===== src/rtl/layer_mem_arbiter_pkg.sv =====
// lm_arb_pkg: shared types and constants for the layer-memory arbiter.
// Imported by the interface, the read-tag pipe and the arbiter top.
package lm_arb_pkg;

  localparam int ADDR_W = 12;
  localparam int DATA_W = 13;

  localparam logic CSEL_L0 = 1'b0;
  localparam logic CSEL_L1 = 1'b1;

  typedef logic req_id_t;

  typedef struct packed {
    logic    valid;
    req_id_t owner;
  } rd_tag_t;

  typedef enum logic {
    ARB_IDLE,
    ARB_ISSUE
  } arb_state_e;

  function automatic logic [15:0] sat_inc(
    input logic [15:0] v
  );
    return (v == 16'hFFFF) ? v : v + 16'd1;
  endfunction

endpackage


===== src/rtl/layer_mem_arbiter_if.sv =====
// layer_mem_arbiter_if: request/grant/read-return bundle for the two
// layer-memory requesters (0 = conv write-back, 1 = max-pool).
interface layer_mem_arbiter_if;
  import lm_arb_pkg::*;

  logic              req0;
  logic              req1;
  logic              we0;
  logic              we1;
  logic              sel0;
  logic              sel1;
  logic [ADDR_W-1:0] addr0;
  logic [ADDR_W-1:0] addr1;
  logic [DATA_W-1:0] wdata0;
  logic [DATA_W-1:0] wdata1;
  logic              gnt0;
  logic              gnt1;
  logic              rvalid0;
  logic              rvalid1;
  logic [DATA_W-1:0] rdata0;
  logic [DATA_W-1:0] rdata1;

  modport master (
    output req0, req1, we0, we1,
    output sel0, sel1, addr0, addr1,
    output wdata0, wdata1,
    input  gnt0, gnt1, rvalid0, rvalid1,
    input  rdata0, rdata1
  );

  modport slave (
    input  req0, req1, we0, we1,
    input  sel0, sel1, addr0, addr1,
    input  wdata0, wdata1,
    output gnt0, gnt1, rvalid0, rvalid1,
    output rdata0, rdata1
  );

endinterface


===== src/rtl/layer_mem_arbiter_rd_tag_pipe.sv =====
// lm_rd_tag_pipe: fixed-depth shift register carrying read tags
// alongside the memory read latency; cleared by async reset.
module lm_rd_tag_pipe
  import lm_arb_pkg::*;
#(
  parameter int DEPTH = 2
) (
  input  logic    clk,
  input  logic    reset,
  input  rd_tag_t tag_in,
  output rd_tag_t tag_out
);

  rd_tag_t stage_q [DEPTH];

  // shift tags one stage per cycle
  always_ff @(posedge clk or negedge reset) begin
    if (!reset) begin
      for (int i = 0; i < DEPTH; i++) begin
        stage_q[i] <= '0;
      end
    end else begin
      stage_q[0] <= tag_in;
      for (int i = 1; i < DEPTH; i++) begin
        stage_q[i] <= stage_q[i-1];
      end
    end
  end

  assign tag_out = stage_q[DEPTH-1];

endmodule


===== src/rtl/layer_mem_arbiter.sv =====
// layer_mem_arbiter: round-robin share of the layer-memory port.
// Optional saturating statistics counters: LM_ARB_STATS_EN.
module layer_mem_arbiter
  import lm_arb_pkg::*;
#(
  parameter int RD_LAT = 1
) (
  input  logic               clk,
  input  logic               reset,
  input  logic               en,
  layer_mem_arbiter_if.slave rq,
  output logic               cwr,
  output logic               crd,
  output logic [ADDR_W-1:0]  caddr_wr,
  output logic [ADDR_W-1:0]  caddr_rd,
  output logic [DATA_W-1:0]  cdata_wr,
  input  logic [DATA_W-1:0]  cdata_rd,
  output logic               csel,
  output logic [15:0]        grant_cnt0,
  output logic [15:0]        grant_cnt1,
  output logic [15:0]        conflict_cnt
);

  arb_state_e        state_q;
  arb_state_e        state_d;
  req_id_t           last_q;
  req_id_t           win;
  logic              gnt0;
  logic              gnt1;
  logic              xfer;
  logic              both;
  logic              only0;
  logic              only1;
  logic              we_q;
  logic              s_we;
  logic              s_sel;
  logic [ADDR_W-1:0] s_addr;
  logic [DATA_W-1:0] s_wdata;
  rd_tag_t           tag_in;
  rd_tag_t           tag_out;

  assign both  = en & rq.req0 & rq.req1;
  assign only0 = en & rq.req0 & ~rq.req1;
  assign only1 = en & ~rq.req0 & rq.req1;

  // grant decode and next arbiter state
  always_comb begin
    gnt0    = 1'b0;
    gnt1    = 1'b0;
    state_d = ARB_IDLE;
    unique case (1'b1)
      both: begin
        gnt0 = last_q;
        gnt1 = ~last_q;
      end
      only0:   gnt0 = 1'b1;
      only1:   gnt1 = 1'b1;
      default: ;
    endcase
    if (gnt0 | gnt1) begin
      state_d = ARB_ISSUE;
    end
  end

  assign xfer    = gnt0 | gnt1;
  assign win     = gnt1;
  assign rq.gnt0 = gnt0;
  assign rq.gnt1 = gnt1;

  assign s_we    = win ? rq.we1    : rq.we0;
  assign s_sel   = win ? rq.sel1   : rq.sel0;
  assign s_addr  = win ? rq.addr1  : rq.addr0;
  assign s_wdata = win ? rq.wdata1 : rq.wdata0;

  // arbiter state register
  always_ff @(posedge clk or negedge reset) begin
    if (!reset) begin
      state_q <= ARB_IDLE;
    end else begin
      state_q <= state_d;
    end
  end

  // capture the winning access onto the memory port
  always_ff @(posedge clk or negedge reset) begin
    if (!reset) begin
      last_q   <= 1'b1;
      we_q     <= 1'b0;
      csel     <= CSEL_L0;
      caddr_wr <= '0;
      caddr_rd <= '0;
      cdata_wr <= '0;
    end else if (xfer) begin
      last_q <= win;
      we_q   <= s_we;
      csel   <= s_sel;
      if (s_we) begin
        caddr_wr <= s_addr;
        cdata_wr <= s_wdata;
      end else begin
        caddr_rd <= s_addr;
      end
    end
  end

  assign cwr = (state_q == ARB_ISSUE) & we_q;
  assign crd = (state_q == ARB_ISSUE) & ~we_q;

  assign tag_in.valid = xfer & ~s_we;
  assign tag_in.owner = win;

  lm_rd_tag_pipe #(
    .DEPTH (RD_LAT + 1)
  ) u_tag_pipe (
    .clk     (clk),
    .reset   (reset),
    .tag_in  (tag_in),
    .tag_out (tag_out)
  );

  // route returning read data to the tagged owner
  always_ff @(posedge clk or negedge reset) begin
    if (!reset) begin
      rq.rvalid0 <= 1'b0;
      rq.rvalid1 <= 1'b0;
      rq.rdata0  <= '0;
      rq.rdata1  <= '0;
    end else begin
      rq.rvalid0 <= tag_out.valid & ~tag_out.owner;
      rq.rvalid1 <= tag_out.valid & tag_out.owner;
      if (tag_out.valid) begin
        if (tag_out.owner) begin
          rq.rdata1 <= cdata_rd;
        end else begin
          rq.rdata0 <= cdata_rd;
        end
      end
    end
  end

`ifdef LM_ARB_STATS_EN
  // saturating grant and conflict statistics
  always_ff @(posedge clk or negedge reset) begin
    if (!reset) begin
      grant_cnt0   <= '0;
      grant_cnt1   <= '0;
      conflict_cnt <= '0;
    end else begin
      if (gnt0) begin
        grant_cnt0 <= sat_inc(grant_cnt0);
      end
      if (gnt1) begin
        grant_cnt1 <= sat_inc(grant_cnt1);
      end
      if (both) begin
        conflict_cnt <= sat_inc(conflict_cnt);
      end
    end
  end
`else
  assign grant_cnt0   = '0;
  assign grant_cnt1   = '0;
  assign conflict_cnt = '0;
`endif

endmodule


===== src/flat_wrapper.sv =====
// flat-port wrapper written by rule: the top's interface ports become plain ports
module layer_mem_arbiter_flat import lm_arb_pkg::*;
#(
  parameter int RD_LAT = 1
)
  (clk, reset, en, cwr, crd, caddr_wr, caddr_rd, cdata_wr, cdata_rd, csel, grant_cnt0, grant_cnt1, conflict_cnt, rq_req0, rq_req1, rq_we0, rq_we1, rq_sel0, rq_sel1, rq_addr0, rq_addr1, rq_wdata0, rq_wdata1, rq_gnt0, rq_gnt1, rq_rvalid0, rq_rvalid1, rq_rdata0, rq_rdata1);
  layer_mem_arbiter_if rq_i ();
  input  logic clk;
  input  logic reset;
  input  logic en;
  output logic cwr;
  output logic crd;
  output logic [ADDR_W-1:0] caddr_wr;
  output logic [ADDR_W-1:0] caddr_rd;
  output logic [DATA_W-1:0] cdata_wr;
  input  logic [DATA_W-1:0] cdata_rd;
  output logic csel;
  output logic [15:0] grant_cnt0;
  output logic [15:0] grant_cnt1;
  output logic [15:0] conflict_cnt;
  input wire logic [$bits(rq_i.req0)-1:0] rq_req0;
  input wire logic [$bits(rq_i.req1)-1:0] rq_req1;
  input wire logic [$bits(rq_i.we0)-1:0] rq_we0;
  input wire logic [$bits(rq_i.we1)-1:0] rq_we1;
  input wire logic [$bits(rq_i.sel0)-1:0] rq_sel0;
  input wire logic [$bits(rq_i.sel1)-1:0] rq_sel1;
  input wire logic [$bits(rq_i.addr0)-1:0] rq_addr0;
  input wire logic [$bits(rq_i.addr1)-1:0] rq_addr1;
  input wire logic [$bits(rq_i.wdata0)-1:0] rq_wdata0;
  input wire logic [$bits(rq_i.wdata1)-1:0] rq_wdata1;
  output wire logic [$bits(rq_i.gnt0)-1:0] rq_gnt0;
  output wire logic [$bits(rq_i.gnt1)-1:0] rq_gnt1;
  output wire logic [$bits(rq_i.rvalid0)-1:0] rq_rvalid0;
  output wire logic [$bits(rq_i.rvalid1)-1:0] rq_rvalid1;
  output wire logic [$bits(rq_i.rdata0)-1:0] rq_rdata0;
  output wire logic [$bits(rq_i.rdata1)-1:0] rq_rdata1;
  assign rq_i.req0 = rq_req0;
  assign rq_i.req1 = rq_req1;
  assign rq_i.we0 = rq_we0;
  assign rq_i.we1 = rq_we1;
  assign rq_i.sel0 = rq_sel0;
  assign rq_i.sel1 = rq_sel1;
  assign rq_i.addr0 = rq_addr0;
  assign rq_i.addr1 = rq_addr1;
  assign rq_i.wdata0 = rq_wdata0;
  assign rq_i.wdata1 = rq_wdata1;
  assign rq_gnt0 = rq_i.gnt0;
  assign rq_gnt1 = rq_i.gnt1;
  assign rq_rvalid0 = rq_i.rvalid0;
  assign rq_rvalid1 = rq_i.rvalid1;
  assign rq_rdata0 = rq_i.rdata0;
  assign rq_rdata1 = rq_i.rdata1;
  layer_mem_arbiter #(.RD_LAT(RD_LAT)) u_core (.clk(clk), .reset(reset), .en(en), .rq(rq_i), .cwr(cwr), .crd(crd), .caddr_wr(caddr_wr), .caddr_rd(caddr_rd), .cdata_wr(cdata_wr), .cdata_rd(cdata_rd), .csel(csel), .grant_cnt0(grant_cnt0), .grant_cnt1(grant_cnt1), .conflict_cnt(conflict_cnt));
endmodule

===== config.mk =====
export PLATFORM = sky130hd
export DESIGN_NAME = layer_mem_arbiter_flat
export DESIGN_NICKNAME = d
export VERILOG_FILES = /design/src/rtl/layer_mem_arbiter_pkg.sv /design/src/rtl/layer_mem_arbiter_if.sv /design/src/rtl/layer_mem_arbiter_rd_tag_pipe.sv /design/src/rtl/layer_mem_arbiter.sv /design/src/flat_wrapper.sv
export SDC_FILE = /design/constraint.sdc
export NUM_CORES = 1
export LEC_CHECK = 0
export ABC_AREA = 1
export CAP_MARGIN = 15
export CORE_UTILIZATION = 40
export DETAILED_ROUTE_END_ITERATION = 10
export PLACE_DENSITY = 0.82
export REMOVE_ABC_BUFFERS = 1
export SYNTH_ARGS = -nofsm -noshare
export SYNTH_HDL_FRONTEND = slang
export SYNTH_SLANG_ARGS = --single-unit

===== constraint.sdc =====
create_clock -name clk -period 1.6 [get_ports clk]
set_input_delay 0.16 -clock clk [delete_from_list [all_inputs] [get_ports clk]]
set_output_delay 0.16 -clock clk [all_outputs]
set_load 0.05 [all_outputs]

==> reports/results.tsv <==
stage	metric	value	unit
synth	synth-seq-cells	73	
floorplan	initial_core_util	41.0	%
sta	fin_tns_setup	0	ns
run_status	status	finished clean	
placed_design	io_buffers	141	
critical_path	r2r_start	u_core.last_q	
critical_path	crit_path_max_fanout	7	
synth	synth_top_area_share	50.6	%
global_route	grt_max_degree	34	
detailed_routing	first_pass_iters	4	
sta	hold_viol_final	0	
critical_path	cp-startpoint	u_core.last_q	
clock_tree	clockRootBuffer	clkbuf_8	
sta	fin_crit_sh	96.0	%
synth	netlist_instances	433	
clock_tree	clk_pin_slew_worst_paths	0.08	ns
final_layout	fillers	774	
placed_design	hpwlAfterDp	7080	µm
synth	yosysSeqAreaShare	51.4	%
synth	synth_cell_types	17	
synth	syn_area	3560	µm²
floorplan	io_pins	190	
global_route	grt_pass1_wl	13900	µm
critical_path	critPathLaunchType	flop	
detailed_routing	wire_per_inst	13.2	µm
sta	setup_viol	0	
clock_tree	clkSinkCount	73	
clock_tree	cts_tree	yes	
critical_path	r2r_slack	0.15	ns
floorplan	die_h	96.3	µm
synth	avgSynthCellArea	8.22	µm²
global_route	antenna_found_initial	0	
detailed_routing	vias_per_cell	4.68	
critical_path	crit_path_max_incr_delay	0.56	ns
critical_path	r2r_end	u_core.caddr_wr[8]	
critical_path	endpoint_kind	primary output	
critical_path	crit_type	flop to primary output	
sta	min_period	1.54	ns
floorplan	fp.dieW	96.3	µm
clock_tree	clockBufferDepth	2	
power_and_ir_drop	ir_drop	0.543	mV
final_layout	drive_gt1_share	19.9	%
floorplan	row_count	34	
critical_path	crit_path_cell_trace	nand2_4, nand2_4, buf_12, inv_2, buf_12	
synth	yosysTopAreaCell	dfrtp_1	
detailed_routing	post-route-drc-count	0	
clock_tree	cts_made_buffers	9	
placed_design	place.gp.congestion	0.791	
clock_tree	cts_max_level	3	
power_and_ir_drop	power.density	1420	nW/µm²
detailed_routing	wl	9280	µm
run	drv_cap	0	
detailed_routing	drt-initial-drc-count	150	
power_and_ir_drop	power.leakage	2.82	nW
synth	synth-warning-count	0	
detailed_routing	vias	3284	
critical_path	r2r_cells	8	
worst_hold_path	hold_path_class	input pin to asynchronous set/reset pin	
floorplan	fp.coreArea	8680	µm²
critical_path	cpMaxStageDelayCell	dfstp_2	
sta	slew_viol_final	0	
synth	yosys-top-cells-area	dfrtp_1, nand2_1, buf_4, nand3_1, o21ai_0	
final_layout	nets	660	
clock_tree	insertion_delay	0.33	ns
final_layout	antenna_cells	0	
final_layout	final_area	5130	µm²
global_route	grt_pass1_vias	3010	
sta	fin_skew	0.00964	ns
final_layout	area_growth	44.2	%
floorplan	dieArea	9280	µm²
detailed_routing	final_antenna_net_count	0	
sta	fmax	651	MHz
global_route	overflow	0	
placed_design	placedInstanceArea	4870	µm²
global_route	grtUsageTotal	20.0	%
sta	rsz0062_at_grt	false	
critical_path	crit_required	1.44	ns
critical_path	worstPathArrival	1.38	ns
worst max-delay path by stage:
stage	depth (start not counted)	end
final	5	rq_gnt1
after global routing	5	rq_gnt1
after CTS	5	rq_gnt1
after detailed placement	9	u_core.cdata_wr[6]
after global placement	9	u_core.caddr_wr[1]
after floorplan	7	u_core.csel
cell families after synthesis:
logic type / Yosys count / share of synthesized area [%]
buffers and inverters: 94 / 16.8
flip-flops: 73 / 51.4
other: 1 / 0.105
AND/OR/NAND/NOR: 237 / 27.7
AO/OA/AOI/OAI: 28 / 3.94
what timing repair did:
item / CTS / global route
endpoints found under the setup margin: 2 / 1
gates resized for setup: 4 / 1
pin swaps: 2 / 0
hold buffers: 1 / 0
endpoints found under the hold margin: 30 / 0
setup buffers: 1 / 0
power breakdown:
| part | internal [mW] | switching, mW |
|---|---|---|
| Combinational | 0.914 | 2.22 |
| Clock | 1.04 | 0.667 |
| Sequential | 2.23 | 0.230 |
| Total | 4.18 | 3.12 |
cell usage after synthesis:
cell type / instances
clkinv_4: 1
nand2_1: 165
buf_2: 7
dfrtp_1: 72
nand2_2: 4
inv_1: 23
clkbuf_1: 5
dfstp_2: 1
a21oi_1: 1
buf_4: 52
o21ai_0: 27
nand3_2: 1
nor2_1: 2
inv_2: 1
conb_1: 1
buf_6: 5
nand3_1: 65
sequential cells by signal (all words and copies together) (netlist names), 2 cells and up:
register	cells
u_core.cdata_wr	13
u_core.rq.rdata0	13
u_core.rq.rdata1	13
u_core.caddr_rd	12
u_core.caddr_wr	12
u_core.u_tag_pipe.stage_q	2
u_core.u_tag_pipe.tag_out	2
cells in the final DEF, fill, tap and decap left out, types with 3 or more instances in the layout:
cell type	count
inv_1	22
conb_1	48
o21ai_0	27
clkdlybuf4s50_1	70
bufinv_16	3
buf_4	87
clkbuf_8	9
nand2_1	165
buf_12	7
dfrtp_1	72
nand3_1	65
worst max-delay path, delay by kind of cell, from the launching register on:
family / cells / cell delay, ns
buffers and inverters: 3 / 0.30
flip-flops: 1 / 0.56
AND/OR/NAND/NOR: 2 / 0.17
per-stage QoR:
step	setup WS [ns]	total power, mW	hold WS, ns	utilization, %	std cells
finish	0.0644	7.30	0.317	59.1	701
global route	0.00369	7.66	0.357	59.1	701
CTS	0.0389	7.37	0.303	59.1	701
detailed placement	-0.0202	5.63	0.142	56.1	683
global placement	0.0351	5.58	0.130	56.1	683
floorplan	-0.243	4.48	-0.136	-	411
metal layers:
metal	global-route usage, %	routed length (µm)	vias to the layer above	part of all wire (%)
met4	6.13	75	0	0.81
met5	0	0	-	0
met3	5.69	751	7	8.1
met1	24.2	4000	1550	43
li1	-	-	1575	-
met2	34.4	4450	152	48
final cells by class:
class	instances	area, µm²	area share, %
clock buffers	11	131	2.56
clock inverters	5	104	2.02
inverters	25	98.8	1.93
multi-input cells	313	1320	25.7
flip-flops and latches	73	1830	35.6
well taps	108	135	2.63
repair buffers	166	1510	29.5
No activity file was read; power rests on OpenSTA's default activity.
